--- config.mk ---
export PLATFORM = sky130hd
export DESIGN_NAME = edge_event_scheduler
export DESIGN_NICKNAME = d
export VERILOG_FILES = /design/src/rtl/edge_sched_pkg.sv /design/src/rtl/rise_tick_fsm.sv /design/src/rtl/edge_event_scheduler.sv
export SDC_FILE = /design/constraint.sdc
export NUM_CORES = 1
export LEC_CHECK = 0
export BUFFER_PORTS_ARGS = -buffer_cell sky130_fd_sc_hd__buf_2
export CAP_MARGIN = 20
export CORE_MARGIN = 10
export CORE_UTILIZATION = 56
export DETAILED_ROUTE_END_ITERATION = 12
export HOLD_SLACK_MARGIN = 0.03
export PLACE_DENSITY_LB_ADDON = 0.3
export SYNTH_ARGS = -nofsm -noshare
export SYNTH_HDL_FRONTEND = slang
export SYNTH_SLANG_ARGS = --single-unit
--- constraint.sdc ---
create_clock -name clk_i -period 2.3 [get_ports clk_i]
set_input_delay 0.23 -clock clk_i [delete_from_list [all_inputs] [get_ports clk_i]]
set_output_delay 0.23 -clock clk_i [all_outputs]
set_load 0.05 [all_outputs]
--- src/rtl/edge_sched_pkg.sv ---
// Shared encodings and constants for the edge event scheduler.
package edge_sched_pkg;

  localparam int unsigned DROP_CNT_W = 8;

  typedef enum logic [1:0] {
    DetZero = 2'b00,
    DetEdg  = 2'b01,
    DetOne  = 2'b10
  } det_state_e;

  typedef enum logic {
    SchedIdle  = 1'b0,
    SchedGrant = 1'b1
  } sched_state_e;

endpackage

--- src/rtl/rise_tick_fsm.sv ---
// Single-channel Moore rising-edge detector: tick_o is high for exactly one cycle per edge.
module rise_tick_fsm
  import edge_sched_pkg::*;
(
  input  logic clk_i,
  input  logic reset_i,
  input  logic level_i,
  output logic tick_o
);

  det_state_e state_q, state_d;

  always_ff @(posedge clk_i or posedge reset_i) begin
    if (reset_i) state_q <= DetZero;
    else         state_q <= state_d;
  end

  always_comb begin
    state_d = state_q;
    case (state_q)
      DetZero: if (level_i) state_d = DetEdg;
      DetEdg:  state_d = level_i ? DetOne : DetZero;
      DetOne:  if (!level_i) state_d = DetZero;
      default: state_d = DetZero;
    endcase
  end

  assign tick_o = (state_q == DetEdg);

endmodule

--- src/rtl/edge_event_scheduler.sv ---
// Edge-to-event scheduler: per-channel edge detectors feed pending flags served round-robin
// over a req/ack grant. Define SCHED_DROP_COUNT_EN to build the saturating lost-event counter.
module edge_event_scheduler
  import edge_sched_pkg::*;
#(
  parameter int unsigned N_CH = 4,
  parameter int unsigned ID_W = $clog2(N_CH)
) (
  input  logic                  clk_i,
  input  logic                  reset_i,
  input  logic [N_CH-1:0]       level_i,
  input  logic                  ack_i,
  output logic                  grant_valid_o,
  output logic [N_CH-1:0]       grant_o,
  output logic [ID_W-1:0]       grant_id_o,
  output logic [N_CH-1:0]       pending_o,
  output logic [N_CH-1:0]       drop_o,
  output logic [DROP_CNT_W-1:0] drop_count_o
);

  logic [N_CH-1:0] tick;
  logic [N_CH-1:0] pending_q, pending_d;
  logic [N_CH-1:0] drop_q, drop_d, drop_set;
  logic [N_CH-1:0] grant_q, grant_d;
  logic [N_CH-1:0] clr;
  logic [ID_W-1:0] grant_id_q, grant_id_d;
  logic [ID_W-1:0] last_id_q, last_id_d;
  sched_state_e    state_q, state_d;

  for (genvar g = 0; g < N_CH; g++) begin : g_det
    rise_tick_fsm u_det (
      .clk_i   (clk_i),
      .reset_i (reset_i),
      .level_i (level_i[g]),
      .tick_o  (tick[g])
    );
  end

  // Round-robin pick: lowest pending index above last_id, else lowest pending overall.
  logic [ID_W-1:0] hi_idx, lo_idx, sel_idx;
  logic            hi_found;
  logic [N_CH-1:0] sel_oh;

  always_comb begin
    hi_idx   = '0;
    lo_idx   = '0;
    hi_found = 1'b0;
    for (int i = N_CH - 1; i >= 0; i--) begin
      if (pending_q[i]) begin
        lo_idx = ID_W'(i);
        if (ID_W'(i) > last_id_q) begin
          hi_idx   = ID_W'(i);
          hi_found = 1'b1;
        end
      end
    end
    sel_idx = hi_found ? hi_idx : lo_idx;
    sel_oh  = {{(N_CH-1){1'b0}}, 1'b1} << sel_idx;
  end

  always_comb begin
    state_d    = state_q;
    grant_d    = grant_q;
    grant_id_d = grant_id_q;
    last_id_d  = last_id_q;
    clr        = '0;
    case (state_q)
      SchedIdle: begin
        if (|pending_q) begin
          state_d    = SchedGrant;
          grant_d    = sel_oh;
          grant_id_d = sel_idx;
          last_id_d  = sel_idx;
          clr        = sel_oh;
        end
      end
      SchedGrant: begin
        if (ack_i) begin
          state_d    = SchedIdle;
          grant_d    = '0;
          grant_id_d = '0;
        end
      end
      default: begin
        state_d    = SchedIdle;
        grant_d    = '0;
        grant_id_d = '0;
      end
    endcase
  end

  // A tick coinciding with the grant clear re-arms the flag rather than being lost.
  assign drop_set  = tick & pending_q & ~clr;
  assign pending_d = (pending_q & ~clr) | tick;
  assign drop_d    = drop_q | drop_set;

  always_ff @(posedge clk_i or posedge reset_i) begin
    if (reset_i) begin
      state_q    <= SchedIdle;
      grant_q    <= '0;
      grant_id_q <= '0;
      last_id_q  <= ID_W'(N_CH - 1);
      pending_q  <= '0;
      drop_q     <= '0;
    end else begin
      state_q    <= state_d;
      grant_q    <= grant_d;
      grant_id_q <= grant_id_d;
      last_id_q  <= last_id_d;
      pending_q  <= pending_d;
      drop_q     <= drop_d;
    end
  end

`ifdef SCHED_DROP_COUNT_EN
  logic [DROP_CNT_W-1:0] drop_cnt_q, drop_cnt_d;
  logic [DROP_CNT_W:0]   cnt_sum;

  always_comb begin
    cnt_sum = {1'b0, drop_cnt_q};
    for (int i = 0; i < N_CH; i++) begin
      cnt_sum = cnt_sum + {{DROP_CNT_W{1'b0}}, drop_set[i]};
    end
    drop_cnt_d = cnt_sum[DROP_CNT_W] ? '1 : cnt_sum[DROP_CNT_W-1:0];
  end

  always_ff @(posedge clk_i or posedge reset_i) begin
    if (reset_i) drop_cnt_q <= '0;
    else         drop_cnt_q <= drop_cnt_d;
  end

  assign drop_count_o = drop_cnt_q;
`else
  assign drop_count_o = '0;
`endif

  assign grant_valid_o = (state_q == SchedGrant);
  assign grant_o       = grant_q;
  assign grant_id_o    = grant_id_q;
  assign pending_o     = pending_q;
  assign drop_o        = drop_q;

endmodule
==> results of run 1 <==
state kept, by name (all words and copies together), names as in the netlist:
name / flops
grant_o: 4
g_det.u_det.state_q: 8
last_id_q: 2
grant_valid_o: 1
drop_o: 4
pending_o: 4
grant_id_o: 2
logic make-up after synthesis:
kind of cell | Yosys count | synth area share (%)
muxes | 1 | 0.769
DFF | 25 | 48.2
buffers and inverters | 25 | 12.2
other | 1 | 0.288
AOI/OAI and AO/OA | 39 | 23.0
and+or+nand+nor | 35 | 14.2
xor gates and xnor gates | 2 | 1.35
synthesized netlist by cell type, drive strengths merged (3+ instances only):
library cell	number
dfrtp	23
buf	14
nand2	12
inv	9
o21ai	9
o21bai	6
a21oi	5
a2bb2oi	5
nand2b	5
and2	4
nor2	4
nor3b	4
o41ai	3
metal layers:
metal	share of wire (%)	track usage, %
met1	43	12.9
met2	48	20.1
met3	7.6	2.61
met4	1.9	5.28
met5	0	0
worst max-delay path: cells and delay by family, from the launching register on:
| family | cells | cell delay (ns) |
|---|---|---|
| and+or+nand+nor | 1 | 0.08 |
| DFF | 1 | 0.71 |
| AOI/OAI and AO/OA | 3 | 0.74 |
worst max-delay path by stage:
stage                                            to  cells after the start  slack [ns]
after floorplan              pending_o[2]$_DFF_PP0_                      5        0.63
after global placement       pending_o[2]$_DFF_PP0_                      4        0.71
after detailed placement        drop_o[2]$_DFF_PP0_                      4        0.69
after CTS                       drop_o[2]$_DFF_PP0_                      4        0.68
after global routing      grant_id_o[0]$_DFFE_PP0P_                      4        0.56
final                        pending_o[2]$_DFF_PP0_                      4        0.66
power by group:
group          switching, uW  internal, uW
clock                    129          65.1
combinational            648           339
sequential               225           573
stage by stage:
stage | cell area [um2] | power, uW | worst slack [ns] | cells
after floorplan | 1330 | 1630 | 0.626 | 135
after global placement | 1360 | 1770 | 0.715 | 171
after detailed placement | 1360 | 1800 | 0.689 | 171
after CTS | 1390 | 1990 | 0.678 | 175
after global routing | 1390 | 2110 | 0.560 | 175
final | 1390 | 1980 | 0.663 | 175
cell usage in the layout (no fill, tap or decap), types with 2 or more instances in the layout:
cell / netlist / routed
nand2_1: 11 / 11
o22ai_1: 2 / 2
o21bai_1: 6 / 6
buf_2: 1 / 21
conb_1: 1 / 8
nand3_1: 2 / 2
nor3b_1: 4 / 4
nor2_1: 4 / 4
o21ai_0: 2 / 2
clkinv_1: 2 / 2
dfrtp_1: 23 / 23
and2_1: 4 / 4
nand2b_1: 5 / 5
a21oi_1: 5 / 5
o21ai_1: 7 / 7
a2bb2oi_1: 5 / 5
o41ai_2: 2 / 2
a311o_1: 2 / 2
nor2b_1: 2 / 2
clkbuf_4: 0 / 3
xor2_1: 2 / 2
a21boi_1: 2 / 2
a211oi_2: 2 / 2
dfstp_2: 2 / 2
inv_1: 8 / 8
layout make-up:
class / count / share of cell area, %
Inverter: 11 / 2.98
Sequential cell: 25 / 45.3
Clock inverter: 1 / 0.361
Timing Repair Buffer: 22 / 8.12
Tap cell: 28 / 2.53
Multi-Input combinational cell: 85 / 39.1
Clock buffer: 3 / 1.62
==> run summary, run 1 <==
For this run, the slowest stage of the critical path takes 0.71 ns. The share of the yosys chip area belonging to registers is 48.2%. The most instantiated flip-flop cell in the synthesis netlist is dfrtp_1. The number of buffers on the longest clock path is 2. The number of antenna violations at the first check in global routing is 0. STA classifies the critical path startpoint as a flip-flop. Dividing the detail-routed wire length by the instance count gives 15.0 um. The total iterations of the first detailed-routing run came out at 4. The post-synthesis async set-or-reset flop share is 100%. The final clock period utilization by the worst path came out at 71.2%. Setup repair after global routing left no endpoint under its margin. The critical register-to-register path startpoint is last_id_q[1]$_DFFE_PP1P_. 30 I/O pins were placed. The sum of negative setup slack came out at 0 ns. The via density per instance is 5.46. The highest fanout seen on the critical path is 14. The total setup buffers inserted after CTS came out at 0.

After clock tree synthesis, the flow added hold-fix buffers numbering 0. The depth of the worst register-to-register path came out at 4. The total of flip-flops plus latches after synthesis is 25.

The share of the core filled with cells in the final layout is 62.7%. TritonCTS built the clock tree. The number of global-route vias before repair came out at 922. The minimum clock period after layout came out at 1.64 ns. The number of gates resized after CTS is 0. The overall die area is 4650 um2. The arrival time of data at the critical path endpoint is 1.84 ns. The initial utilization of the core area, before any placement, comes to 58.9%.

The global-route usage over all layers came out at 11.5%. The die outline width came out at 68.2 um. The remaining antenna violation count came out at 0. The sequential cell area is 628 um2. Setup violations remaining at the end of the flow were counted as 0. The setup clock skew after layout came out at 0.00422 ns. The CTS sink count is 25. The clock slew seen by the registers of the worst setup and hold paths is 0.13 ns. The H-tree depth came out at 1.

The largest individual stage delay along the critical path comes from the cell dfstp_2. The total area inside the core boundary comes to 2210 um2. The area added between synthesis and finish is 6.44%. The total half-perimeter wirelength after legalization and detailed placement is 2.00 mm.

The largest net degree at the start of global routing came out at 26. The number of warnings reported in the yosys synthesis log came out at 0. The first global-routing pass estimated 4.10 mm of wire.

The total power per unit cell area is 1430 nW/um2. The TritonCTS buffer count came out at 3. The critical path is of the flip-flop to flip-flop type.

The share of final-layout standard cells stronger than drive strength 1 is 23.1%. The data required time at the worst endpoint is 2.51 ns. The overall routed net length is 2.62 mm. 0 antenna diodes ended up in the layout. The relative max-transition margin came out at 38.4%. At the pin with the least slew margin, the transition time is 0.923 ns. The quantity of I/O buffers inserted on ports is 21. At the end of routability-driven placement, the weighted congestion stood at 0.847. dfrtp_1 takes more of the synthesized area than any other cell. The top cell type by area accounts for 44.2% of the synthesized area. By area the synthesized netlist is led by dfrtp_1 (44%), buf_4 (5.2%), dfstp_2 (4.0%), buf_6 (3.5%), o21bai_1 (3.5%). The hold violation total from the final report came out at 0. The total DRC errors in the routed layout is 0. The nature of the critical path endpoint is a flip-flop. The summed instance area of the synthesized netlist is 1300 um2. The routed layout has 955 vias. The total area of multi-input combinational cells came out at 542 um2.

The leakage power came out at 0.000652 uW. The peak clock frequency supported by timing came out at 611 MHz. Counting distinct cell types in the post-synthesis netlist gives 35. The launch point of the critical path is last_id_q[1]$_DFFE_PP1P_. The average instance in the mapped netlist occupies 10.2 um2. The synthesized instance count is 128. The flow ran to the end, and the final reports show no timing, DRC or antenna violations.

Measured along the y axis, the die boundary spans 68.2 um. The path type of the worst min-delay path is primary input to async pin. In this run, synthesis inferred 0 flip-flops with an integrated enable. Walking the worst path, the cells encountered are nand2_2, a311o_1, a211oi_2, o22ai_1. In this run, the number of DRC markers left after iteration 0 of detailed routing was 45. The clock reaches the later pin of the worst-skew pair after 0.32 ns. The setup slack of the worst register-to-register path came out at 0.66 ns. The number of maximum-capacitance violations came out at 0.

Summed over all layers, the global routing overflow is 0. The row count came out at 17. The final worst hold slack came out at 0.0891 ns. The end of the worst register-to-register path is pending_o[2]$_DFF_PP0_. Across the VDD grid, the largest voltage drop is 0.775 mV. In the final design database the tool counted 155 nets. Fill cells in the final layout number 198. The tree is rooted in a clkbuf_4. The max-slew violation total from the final report is 0.
Note: power is estimated with default switching activity, not from simulation.
==> run 2: changes to the inputs <==
Settings changed: CORE_UTILIZATION 56 to 52.
Clock period 2.3 ns to 1.7 ns, I/O delays scaled along.
==> run 2 against run 1 <==
Net effect:
- critical path depth is the same
- worst setup slack lost 0.52 ns
- via count grew 0.42%
- clock power grew 36%
- non-clock buffer count grew 5
- clock skew grew 0.0030 ns
- core utilization shrank 3.9 points
- wire length shrank 2.6%
- final cell count grew 4.0%
- largest power group unchanged
- highest routed layer unchanged
==> run summary, run 2 (same netlist as run 1, synthesis figures left out) <==
The overall die height came out at 70.1 um (+2.7%). The overall die area is 4910 um2 (+5.4%). The total power per unit cell area was 1890 nW/um2 (+32%).

The number of maximum-capacitance violations was 0 (unchanged). The leakage power was 0.000672 uW (+3.0%). The cell-internal power came out at 1360 uW (+39%).

The fraction of power consumed by combinational cells came to 52.5% (+2.6 points). The remaining antenna violation count is 0 (unchanged). The post-route cell area is 1430 um2 (+3.2%). The total DRC errors in the routed layout is 0 (unchanged). The largest net degree at the start of global routing is 26 (unchanged). The overall routed net length was 2.55 mm (-2.6%).

The row count is 18 (+1). TritonCTS built the clock tree. The run finished with clean final reports. The final worst hold slack is 0.0609 ns (-0.0282 ns). The total iterations of the first detailed-routing run came out at 5 (+1). Setup repair after global routing left no endpoint under its margin.

The insertion delay to the later sink of the worst-skew pair came to 0.32 ns (about the same). The global-route usage over all layers came out at 11.2% (-0.21 points). The final clock period utilization by the worst path is 91.6% (+20 points).

The via density per instance is 5.27 (-3.4%). The number of buffers on the longest clock path came to 2 (unchanged). The filler cell count came to 231 (+17%). The total setup buffers inserted after CTS was 0 (unchanged).

The count of routing violations after the opening detailed-route iteration came out at 55 (+22%). The worst setup slack after placement came out at 0.166 ns (-0.523 ns). More flip-flops sit in one register than any other, and that register is g_det.u_det.state_q.

STA classifies the critical path startpoint as a flip-flop. The sequential cell fraction of total power is 37.7% (-2.6 points). In this run the clock root is driven by a clkbuf_4. The minimum clock period after layout came out at 1.56 ns (-0.0808 ns). Compared with the post-synthesis result, the final layout area differs by 9.80%. The initial core utilization is 53.5% (-5.3 points).

The count of boundary I/O pins came out at 30 (unchanged). The TritonCTS buffer count was 3 (unchanged). The most common library cell in the layout ignoring fill and taps is dfrtp_1. The via count came out at 959 (+0.42%). The path class of the tightest hold or removal check is primary input to flip-flop. The total congestion overflow after global routing was 0 (unchanged).

The die outline width came out at 70.1 um (+2.7%). The hold violation total from the final report is 0 (unchanged). The clock share of power was 9.7% (about the same). The sum of negative setup slack is 0 ns (unchanged). The final worst slack came out at 0.143 ns (-0.519 ns).

The area of the placeable core came out at 2430 um2 (+10%). The CTS sink count came out at 25 (unchanged). The number of global-route vias before repair is 1082 (+17%).

The setup clock skew after layout came out at 0.00724 ns (+0.00301 ns). The wire length of the first global-routing pass came to 4.74 mm (+16%). STA classifies the critical path endpoint as a flip-flop. The routed wire length per instance is 14.0 um (-6.4%). The count of nets after finishing came out at 160 (+3.2%). The number of antenna cells inserted came out at 0 (unchanged). The total half-perimeter wirelength after legalization and detailed placement is 1.99 mm (-0.71%). The quantity of I/O buffers inserted on ports is 21 (unchanged). The worst ir drop on vdd came out at 1.02 mV (+31%). The clock slew seen by the registers of the worst setup and hold paths is 0.13 ns (about the same). The share of final-layout standard cells stronger than drive strength 1 was 23.7% (+0.55 points). The proportion of total power due to net switching is 49.6% (-0.99 points). The setup path with the least slack is of type flip-flop to flip-flop. The arrival time of data at the critical path endpoint is 1.77 ns (-0.07 ns). The number of flip-flops under the largest register name was 8 (unchanged). The highest fanout seen on the critical path came out at 14 (unchanged). The number of antenna violations at the first check in global routing is 0 (unchanged). The switching power total came out at 1340 uW (+34%).

The library cells used most frequently in the layout, excluding fill and tap cells, are dfrtp_1 (23), buf_2 (21), nand2_1 (11). The placed cell area is 1380 um2 (+1.8%). The data required time at the worst endpoint came out at 1.91 ns (-0.60 ns). The number of setup violations in the final report came out at 0 (unchanged). The peak clock frequency supported by timing is 642 MHz (+5.2%). The final weighted congestion of routability-driven global placement came out at 0.880 (+3.9%).

The max-slew violation total from the final report came out at 0 (unchanged). The H-tree depth is 1 (unchanged).
-- run 2: cell count changes in the layout (fill, tap and decap cells not counted) --
cell	previous run	this run
buf_4	1	4
clkbuf_1	0	1
clkinv_2	1	0
dlygate4sd3_1	0	2
-- run 2: final timing paths --
check | from | to | slack (ns) | cells after the start
min reg2reg | g_det[0].u_det.state_q[1]$_DFFE_PP0P_ | g_det[0].u_det.state_q[0]$_DFFE_PP0P_ | 0.46 | 1
min in group asynchronous | reset_i | g_det[1].u_det.state_q[1]$_DFFE_PP0P_ | 0.42 | 4
max in group asynchronous | reset_i | last_id_q[0]$_DFFE_PP1P_ | 0.98 | 4
max | last_id_q[1]$_DFFE_PP1P_ | pending_o[2]$_DFF_PP0_ | 0.14 | 4
min | level_i[2] | g_det[2].u_det.state_q[1]$_DFFE_PP0P_ | 0.06 | 2
max reg2reg | last_id_q[1]$_DFFE_PP1P_ | pending_o[2]$_DFF_PP0_ | 0.14 | 4
-- run 2: cell type report --
cell class | instances | area (um2) | share of cell area [%]
well taps | 30 | 37.5 | 2.62
inverters | 11 | 41.3 | 2.89
repair buffers | 27 | 155 | 10.8
multi-input cells | 85 | 542 | 37.9
clock buffers | 4 | 26.3 | 1.84
flip-flops and latches | 25 | 628 | 43.9
-- run 2: stage by stage --
step / instances / total power [uW] / utilization [%]
finish: 182 / 2700 / 58.8
floorplan: 135 / 2210 / -
global placement: 176 / 2420 / 56.9
detailed placement: 176 / 2450 / 56.9
global route: 182 / 2910 / 58.8
CTS: 182 / 2720 / 58.8
-- run 2: critical path: stages (launching register included) --
cell and delay [ns]:
dfstp_2 0.69, nand2_2 0.08, a311o_1 0.37, a211oi_2 0.22
o22ai_1 0.10
-- run 2: routing by layer --
layer	track usage (%)	routed length (um)	share of wire [%]
met5	0	0	0
met4	4.82	10	0.39
met2	19.8	1360	53
met1	12.4	1050	41
met3	2.82	134	5.3
-- run 2: power groups by stage --
stage	Clock, uW	Sequential [uW]	Combinational (uW)
after floorplan	0	1290	923
after global placement	0	1020	1400
after detailed placement	0	1030	1420
after CTS	273	1020	1430
after global routing	291	1070	1550
final	263	1020	1420
-- run 2: what timing repair did --
action | CTS | global route
resized for setup | 0 | 0
hold buffers | 2 | 0
hold endpoints to repair | 24 | 0
==> run 3: changes to the inputs <==
Settings changed: MAX_ROUTING_LAYER set to met4.
==> run 3 against run 2 <==
Net effect:
- clock-buffer cell count unchanged
- global-route usage down 0.25 points
- clock skew down 0.0067 ns
==> run summary, run 3 (same netlist as run 1, synthesis figures left out) <==
The flow ran to the end, and the final reports show no timing, DRC or antenna violations. The hold violation total from the final report came out at 0 (unchanged). The area of the placeable core came out at 2430 um2 (unchanged). The share of final-layout standard cells stronger than drive strength 1 is 24.2% (+0.50 points). The overall die area came out at 4910 um2 (unchanged). The share of the core filled with cells in the final layout came out at 59.1% (+0.31 points). The arrival time of data at the critical path endpoint is 1.77 ns (about the same). The filler cell count is 234 (+1.3%). The minimum clock period after layout came to 1.57 ns (+0.0113 ns).

The nature of the critical path endpoint is a flip-flop. The peak clock frequency supported by timing is 638 MHz (-0.72%). Setup repair after global routing left no endpoint under its margin.

Walking the worst path, the cells encountered are nand2_2, a311o_1, a211oi_2, o22ai_1. The highest fanout seen on the critical path came out at 14 (unchanged). The total DRC errors in the routed layout came to 0 (unchanged). The H-tree depth came out at 1 (unchanged).

The path class of the tightest hold or removal check is primary input to flip-flop. The overall die height is 70.1 um (unchanged). The insertion delay to the later sink of the worst-skew pair is 0.32 ns (about the same).

The final clock period utilization by the worst path came out at 92.2% (+0.66 points). The CTS sink count is 25 (unchanged). The number of antenna cells inserted is 0 (unchanged). Leaving out fill and tap cells, the most frequent cell in the layout is dfrtp_1. The wire length of the first global-routing pass is 4.57 mm (-3.6%). The via count is 979 (+2.1%). The total power per unit cell area is 1890 nW/um2 (+0.33%).

The number of gates resized after CTS came out at 0 (unchanged). The via density per instance came out at 5.35 (+1.5%). The quantity of I/O buffers inserted on ports came out at 21 (unchanged). The number of buffer and inverter instances along the worst setup path came out at 0 (unchanged). The data required time at the worst endpoint was 1.91 ns (about the same). In the layout the commonest cells are dfrtp_1 (23), buf_2 (21), nand2_1 (11). The initial core utilization came out at 53.5% (unchanged). The worst ir drop on vdd is 1.09 mV (+6.8%).

The largest net degree at the start of global routing came out at 26 (unchanged). The number of global-route vias before repair is 960 (-11%). The total area of multi-input combinational cells is 542 um2 (unchanged). The count of routing violations after the opening detailed-route iteration came out at 32 (-42%). The global-route usage over all layers came out at 11.0% (-0.25 points).

The row count came out at 18 (unchanged). The total iterations of the first detailed-routing run is 4 (-1). The die outline width came out at 70.1 um (unchanged). The remaining antenna violation count came to 0 (unchanged).

The sum of negative setup slack is 0 ns (unchanged). The CTS tree is yes. Ranked by flip-flop count, first place goes to g_det.u_det.state_q.

The count of nets after finishing came out at 161 (+0.63%). Among cell families on the critical path, the largest total delay comes from compound AO/OA/AOI/OAI gates. The total half-perimeter wirelength after legalization and detailed placement is 2.00 mm (+0.30%). The final weighted congestion of routability-driven global placement is 0.856 (-2.8%). CTS placed an instance of clkbuf_4 at the clock tree root. The delay of the slowest cell on the worst path is 0.68 ns (about the same).

The TritonCTS buffer count was 3 (unchanged). The sequential cell area came out at 628 um2 (unchanged). The leakage power is 0.000676 uW (+0.68%).

The number of flip-flops under the largest register name is 8 (unchanged). The area added between synthesis and finish came out at 10.4%. The number of setup violations in the final report is 0 (unchanged). The routed wire length per instance is 14.0 um (about the same). The number of maximum-capacitance violations came to 0 (unchanged). The final worst hold slack is 0.0611 ns (+0.000148 ns). The clock slew seen by the registers of the worst setup and hold paths is 0.13 ns (about the same). The count of boundary I/O pins is 30 (unchanged). By startpoint and endpoint, the worst setup path is classified as flip-flop to flip-flop. The total congestion overflow after global routing came out at 0 (unchanged). The number of buffers on the longest clock path came out at 2 (unchanged). The setup clock skew after layout came to 0.000584 ns (-0.00665 ns). Among all stages on the critical path, the largest delay is contributed by dfstp_2. The number of antenna violations at the first check in global routing is 0 (unchanged). The startpoint class of the critical path is a flip-flop. The max-slew violation total from the final report is 0 (unchanged). The overall routed net length was 2.56 mm (+0.47%).
run 3: cell count changes in the layout (fill, tap and decap cells not counted), sizes merged:
cell and change:
buf +1
run 3: what timing repair did:
action                                 4_1_cts  5_1_grt
setup endpoints to repair                    0        0
endpoints found under the hold margin       24        0
hold buffers                                 2        0
setup buffers                                0        0
run 3: worst register-to-register path, cell delays in order (launching register included):
cell      delay, ns
dfstp_2        0.68
nand2_2        0.08
a311o_1        0.37
a211oi_2       0.22
o22ai_1        0.11
run 3: metrics by stage:
stage | cells | setup slack, ns | total power, uW | cell area, um2
2_1_floorplan | 135 | 0.0259 | 2210 | 1330
3_3_place_gp | 177 | 0.188 | 2430 | 1390
3_5_place_dp | 177 | 0.155 | 2470 | 1390
4_1_cts | 183 | 0.124 | 2750 | 1440
5_1_grt | 183 | 0.0233 | 2930 | 1440
6_report | 183 | 0.132 | 2720 | 1440
run 3: cell type report:
| type | instances | area share, % |
|---|---|---|
| Timing Repair Buffer | 28 | 11.3 |
| Inverter | 11 | 2.87 |
| Sequential cell | 25 | 43.7 |
| Tap cell | 30 | 2.61 |
| Clock buffer | 4 | 1.83 |
| Multi-Input combinational cell | 85 | 37.7 |
run 3: path summary, 6_finish.rpt:
kind                                                       startpoint                                    end  slack (ns)  cells past startpoint
worst max-delay path                         last_id_q[1]$_DFFE_PP1P_                 pending_o[2]$_DFF_PP0_        0.13                      4
worst min-delay path                                       level_i[3]  g_det[3].u_det.state_q[1]$_DFFE_PP0P_        0.06                      2
worst max register to register               last_id_q[1]$_DFFE_PP1P_                 pending_o[2]$_DFF_PP0_        0.13                      4
worst min register to register  g_det[0].u_det.state_q[1]$_DFFE_PP0P_  g_det[0].u_det.state_q[0]$_DFFE_PP0P_        0.46                      1
max in group asynchronous                                     reset_i               last_id_q[0]$_DFFE_PP1P_        1.00                      4
min in group asynchronous                                     reset_i                    drop_o[3]$_DFF_PP0_        0.41                      4
run 3: layer usage:
layer  global-route usage [%]  vias to the layer above  wire, um  part of all wire, %
met3                     3.25                        4       152                  5.9
li1                         -                      479         -                    -
met4                     2.63                        0        24                 0.94
met2                     18.4                       21      1300                   51
met1                     12.6                      475      1090                   42
met5                        -                        -         0                    0
run 3: power by group:
| part | total (uW) | internal [uW] | switching (uW) |
|---|---|---|---|
| clock | 268 | 91.8 | 176 |
| sequential | 1010 | 777 | 236 |
| combinational | 1440 | 505 | 938 |
| total | 2720 | 1370 | 1350 |
